===== config.mk =====
export PLATFORM = sky130hd
export DESIGN_NAME = multi_cycle_alu
export DESIGN_NICKNAME = d
export VERILOG_FILES = /design/src/rtl/multi_cycle_alu_pkg.sv /design/src/rtl/multi_cycle_alu_iter.sv /design/src/rtl/multi_cycle_alu.sv
export SDC_FILE = /design/constraint.sdc
export NUM_CORES = 1
export LEC_CHECK = 0
export CORE_ASPECT_RATIO = 0.6
export CORE_MARGIN = 4
export CORE_UTILIZATION = 30
export DETAILED_ROUTE_END_ITERATION = 6
export PLACE_DENSITY = 0.53
export RECOVER_POWER = 25
export SYNTH_ARGS = -nofsm -noshare
export SYNTH_HDL_FRONTEND = slang
export SYNTH_SLANG_ARGS = --single-unit

===== constraint.sdc =====
create_clock -name clk -period 3.6 [get_ports clk]
set_clock_uncertainty 0.15 [all_clocks]
set_input_delay 0.72 -clock clk [delete_from_list [all_inputs] [get_ports clk]]
set_output_delay 0.72 -clock clk [all_outputs]
set_load 0.01 [all_outputs]

===== src/rtl/multi_cycle_alu_pkg.sv =====
// ==== multi_cycle_alu_pkg : shared opcodes, widths and latencies -- rev 1.0 ====
`default_nettype none

package multi_cycle_alu_pkg;

   localparam int OPERAND_MAX_DATA_WIDTH = 8;

   // Latencies in rising edges, counting the acceptance edge as the first.
   localparam int LAT_SIMPLE = 2;

   function automatic int lat_iter(input int w);
      return w + 1;
   endfunction

   typedef enum logic [2:0] {
      OP_ADD = 3'd0,
      OP_SUB = 3'd1,
      OP_AND = 3'd2,
      OP_OR  = 3'd3,
      OP_XOR = 3'd4,
      OP_MUL = 3'd5,
      OP_DIV = 3'd6,
      OP_ILL = 3'd7
   } op_e;

   typedef enum logic [1:0] {
      S_IDLE = 2'd0,
      S_EXEC = 2'd1,
      S_DONE = 2'd2
   } state_e;

   function automatic logic is_iter_op(input op_e o);
      return (o == OP_MUL) || (o == OP_DIV);
   endfunction

endpackage

`default_nettype wire


===== src/rtl/multi_cycle_alu_iter.sv =====
// ==== alu_iter_unit : one-bit-per-cycle shift-add multiplier / restoring divider -- rev 1.0 ====
`default_nettype none

module alu_iter_unit #(
   parameter int W = 8
) (
   input  logic           clk,
   input  logic           rst_n,
   input  logic           start,
   input  logic           is_div,
   input  logic [W-1:0]   a,
   input  logic [W-1:0]   b,
   output logic           done,
   output logic [2*W-1:0] result_next
);

   localparam int CW = $clog2(W + 1);

   logic [CW-1:0] count;
   logic [W-1:0]  hi;
   logic [W-1:0]  lo;
   logic [W-1:0]  d;
   logic          div_mode;

   logic [W:0]    mul_sum;
   logic [W:0]    div_shift;
   logic          div_ge;
   logic [W-1:0]  hi_next;
   logic [W-1:0]  lo_next;

   // hi holds the partial product (MUL) or partial remainder (DIV); lo holds
   // the multiplier being consumed (MUL) or the dividend turning into the quotient (DIV).
   always_comb begin
      mul_sum   = {1'b0, hi} + (lo[0] ? {1'b0, d} : {(W+1){1'b0}});
      div_shift = {hi, lo[W-1]};
      div_ge    = (div_shift >= {1'b0, d});
      hi_next   = hi;
      lo_next   = lo;
      if (div_mode) begin
         hi_next = div_ge ? W'(div_shift - {1'b0, d}) : W'(div_shift);
         lo_next = {lo[W-2:0], div_ge};
      end else begin
         hi_next = mul_sum[W:1];
         lo_next = {mul_sum[0], lo[W-1:1]};
      end
   end

   assign done        = (count == CW'(1));
   assign result_next = {hi_next, lo_next};

   always_ff @(posedge clk or negedge rst_n) begin
      if (!rst_n) begin
         count    <= '0;
         hi       <= '0;
         lo       <= '0;
         d        <= '0;
         div_mode <= 1'b0;
      end else if (start) begin
         count    <= CW'(W);
         hi       <= '0;
         lo       <= a;
         d        <= b;
         div_mode <= is_div;
      end else if (count != '0) begin
         count <= count - CW'(1);
         hi    <= hi_next;
         lo    <= lo_next;
      end
   end

endmodule

`default_nettype wire


===== src/rtl/multi_cycle_alu.sv =====
// ==== multi_cycle_alu : handshaked ALU, single-cycle logic ops, iterative MUL/DIV -- rev 1.0 ====
`default_nettype none

module multi_cycle_alu
   import multi_cycle_alu_pkg::*;
#(
   parameter int W = OPERAND_MAX_DATA_WIDTH
) (
   input  logic           clk,
   input  logic           rst_n,
   input  logic           in_valid,
   output logic           in_ready,
   input  logic [W-1:0]   a,
   input  logic [W-1:0]   b,
   input  logic [2:0]     op,
   output logic           out_valid,
   input  logic           out_ready,
   output logic [2*W-1:0] result,
   output logic           err
);

   state_e       state;
   logic [W-1:0] a_r;
   logic [W-1:0] b_r;
   op_e          op_r;

   logic           accept;
   logic           iter_start;
   logic           iter_done;
   logic [2*W-1:0] iter_result;
   logic [W:0]     add_sum;
   logic [W:0]     sub_diff;
   logic [2*W-1:0] simple_result;

   assign accept     = (state == S_IDLE) && in_valid;
   // The iterative unit loads straight from the ports so its W steps line up with the W EXEC cycles.
   assign iter_start = accept && is_iter_op(op_e'(op));

   alu_iter_unit #(
      .W (W)
   ) u_iter (
      .clk         (clk),
      .rst_n       (rst_n),
      .start       (iter_start),
      .is_div      (op == OP_DIV),
      .a           (a),
      .b           (b),
      .done        (iter_done),
      .result_next (iter_result)
   );

   always_comb begin
      add_sum       = {1'b0, a_r} + {1'b0, b_r};
      sub_diff      = {1'b0, a_r} - {1'b0, b_r};
      simple_result = '0;
      case (op_r)
         OP_ADD:  simple_result = {{(W-1){1'b0}}, add_sum};
         OP_SUB:  simple_result = {{(W-1){sub_diff[W]}}, sub_diff};
         OP_AND:  simple_result = {{W{1'b0}}, a_r & b_r};
         OP_OR:   simple_result = {{W{1'b0}}, a_r | b_r};
         OP_XOR:  simple_result = {{W{1'b0}}, a_r ^ b_r};
         default: simple_result = '0;
      endcase
   end

   always_ff @(posedge clk or negedge rst_n) begin
      if (!rst_n) begin
         state     <= S_IDLE;
         in_ready  <= 1'b1;
         out_valid <= 1'b0;
         result    <= '0;
         err       <= 1'b0;
         a_r       <= '0;
         b_r       <= '0;
         op_r      <= OP_ADD;
      end else begin
         case (state)
            S_IDLE: begin
               if (in_valid) begin
                  a_r      <= a;
                  b_r      <= b;
                  op_r     <= op_e'(op);
                  state    <= S_EXEC;
                  in_ready <= 1'b0;
               end
            end
            S_EXEC: begin
               if (is_iter_op(op_r)) begin
                  if (iter_done) begin
                     result    <= iter_result;
                     err       <= (op_r == OP_DIV) && (b_r == '0);
                     state     <= S_DONE;
                     out_valid <= 1'b1;
                  end
               end else begin
                  result    <= simple_result;
                  err       <= (op_r == OP_ILL);
                  state     <= S_DONE;
                  out_valid <= 1'b1;
               end
            end
            S_DONE: begin
               if (out_ready) begin
                  state     <= S_IDLE;
                  out_valid <= 1'b0;
                  in_ready  <= 1'b1;
               end
            end
            default: begin
               state     <= S_IDLE;
               out_valid <= 1'b0;
               in_ready  <= 1'b1;
            end
         endcase
      end
   end

endmodule

`default_nettype wire


==> results.ini <==
[synth]
post-synth-top-area-cell=dfrtp_1
ys.flop_type=dfrtp_1
yosysUniqueCellTypes=56
register_area_share_after_synthesis_pct=35.2
post_synth.cell_area_avg_um2=8.38
ys_top_cells_by_count=o21ai_0, nand2_1, dfrtp_1
synth-warning-count=0
synth-seq-cells=69
async_reset_ff_share_pct=100
gate_count_of_the_mapped_netlist=586
synth.most_common_cell=o21ai_0
synth_enable_flop_cells=0
syn-cell-area_um2=4910
yosys.area.top_type_share_pct=34.7
postSynthNetCount=656
synth_area_leaders=dfrtp_1, ha_1, o21ai_0

[sta]
finalHoldWorstSlack_ps=323
max_slew_margin_pct=-27.8
finalWorstSetupSlack_ps=643
final_period_minus_worst_setup_slack_ps=2960
tns_ps=0
slew_violations=31
rsz0062_at_grt=no
hold_vio_cnt_final=0
final-setup-viol-count=0
final.period_utilization_pct=82.1
max_freq_mhz=338
worstMarginPinSlew_ps=1920

[detailed_routing]
avgRoutedWirePerCell_um=18.3
routed_via_density=5.31
detailed_router_s_first_iteration_violation_count=357
final_antenna_net_count=0
routed_wl_um=15200
route.detailed.drc=0
detailroute.via_count=4416
first_pass_iters=5

[place]
finalWeightedCongestion=0.851
pre_cts_ws_ps=674
dpl_cell_area_um2=5570
port_buffers=41
dpl.hpwl_um=11900

[cts]
post-cts-setup-buffers=0
postCtsResizedCells=0
cts.sink_count=69
clock_latency_ps=340
htree_num_levels=3
cts_inserted_buffers=9
ctsHoldBuffers=0
cts_tree=yes
cts_max_path_buffers=2
clk_pin_slew_worst_paths_ps=60
cts_root_buffer=clkbuf_16

[floorplanning]
start_util_pct=31.3
die_area_um2=18500
fp.coreArea_um2=15700
dieWidth_um=173
fp-row-count=35
boundaryPins=42
die-height_um=107

[setup_path]
critical_path.most_common_cell=o21ai_0
cp_num_buf_inv=1
cp_cell_sequence=ha_1, inv_1, fa_1, nor2b_1, o21ai_0, a21boi_0, nor3_1, a311o_1, a221oi_1, o21ai_0
worstSetupEndpointType=flop
crit_path_start_kind=flop
cpLargestDelayFamily=compound AO/OA/AOI/OAI gates
worstSetupPathType=reg -> reg
peak_fanout_along_the_critical_path=4
cp_slowest_stage_delay_ps=500
cpMaxStageDelayCell=a21boi_0
cp_data_required_time_ps=3660
critPathArrivalTime_ps=3020

[pwr]
power_leakage_nw=2.56
fin_total_pwr_mw=6.95
peak_ir_drop_on_the_vdd_network_v=0.000311
power-per-cell-area_nw_per_um2=1180

[layout]
layout.filler_cells=1617
insertedDiodeCount=0
post-route-cell-area_um2=5890
drive_gt1_share_pct=6.37
layout-area-overhead-vs-synth_pct=20.0
nNetsFinal=693

[grt]
vias_in_the_first_global_route=4265
grt_pass1_wl_um=24200
grt_usage_pct=16.7
grt_antenna_before_repair=0
grt_start_max_net_pins=40
overflow=0

[outcome]
failed_checks=max-capacitance violations, max-slew violations
outcome=complete, but fails checks

[run]
max-cap-violations=1

[min_path]
worstHoldPathType=reg -> reg

==> through the flow <==
step | std cells | util [%]
after floorplan | 586 | -
after global placement | 815 | 35.5
after detailed placement | 815 | 35.5
after CTS | 831 | 37.6
after global routing | 831 | 37.6
final | 831 | 37.6
==> metal layers <==
| layer | vias to the layer above | GRT usage (%) | wire (µm) |
|---|---|---|---|
| met3 | 6 | 4.65 | 1120 |
| met4 | 0 | 3.36 | 74 |
| met1 | 2100 | 26.6 | 8350 |
| met2 | 161 | 22.0 | 5680 |
| li1 | 2149 | - | - |
| met5 | - | 0 | 0 |
==> worst paths after layout <==
check / slack, ps / to / startpoint / cells after the start
worst min register to register: 320 / result[2] / result[2] / 2
max in group asynchronous: 1430 / a_r[3] / rst_n / 1
worst max-delay path: 640 / result[6] / b_r[0] / 10
worst min-delay path: 320 / result[2] / result[2] / 2
min in group asynchronous: 750 / u_iter.count[0] / rst_n / 1
worst max register to register: 640 / result[6] / b_r[0] / 10
==> cell type report <==
type	count	area (µm²)	area share [%]
Inverter	44	165	2.80
Clock inverter	7	100	1.70
Clock buffer	9	225	3.82
Tap cell	203	254	4.31
Sequential cell	69	1730	29.3
Multi-Input combinational cell	446	2910	49.4
Timing Repair Buffer	53	507	8.60
==> sequential cells by signal, summed over array words and instances, names as in the netlist <==
| signal | flops |
|---|---|
| a_r | 8 |
| u_iter.hi | 8 |
| result | 16 |
| u_iter.d | 8 |
| u_iter.div_mode | 1 |
| u_iter.count | 4 |
| u_iter.lo | 8 |
| out_valid | 1 |
| b_r | 8 |
| in_ready | 1 |
| state | 2 |
| op_r | 3 |
| err | 1 |
==> layout by cell type, fill, tap and decap left out, drive strengths merged, types with 7 or more instances in the layout <==
cell type	synthesis	final
clkbuf	24	10
and2	10	10
nand2b	9	9
dfrtp	68	68
a211oi	15	15
nand3	7	7
nand2	70	70
clkdlybuf4s50	0	40
nor2	46	46
mux2i	12	12
ha	43	43
nor2b	8	8
o21ai	72	72
inv	44	44
buf	3	12
a21oi	46	46
nor3	14	14
xnor2	11	11
==> worst min-delay path, delay by kind of cell, from the launching register on <==
family	cells	cell delay (ps)
flip-flops	1	340
AND/OR/NAND/NOR	2	100
==> cell families after synthesis <==
kind of cell             Yosys count  synth area share, %
buffers and inverters             71                 5.63
adder cells (fa/ha/maj)           47                 12.6
AND/OR/NAND/NOR                  176                 16.1
multiplexers                      16                 3.36
XOR/XNOR                          14                 2.50
flip-flops                        69                 35.2
AO/OA/AOI/OAI                    193                 24.6
==> report_power, final <==
group	internal, mW	switching (mW)	total [mW]
clock	0.611	0.380	0.990
combinational	1.87	2.53	4.41
sequential	1.18	0.376	1.55
total	3.66	3.29	6.95
Power figures use the tool's default switching activity.
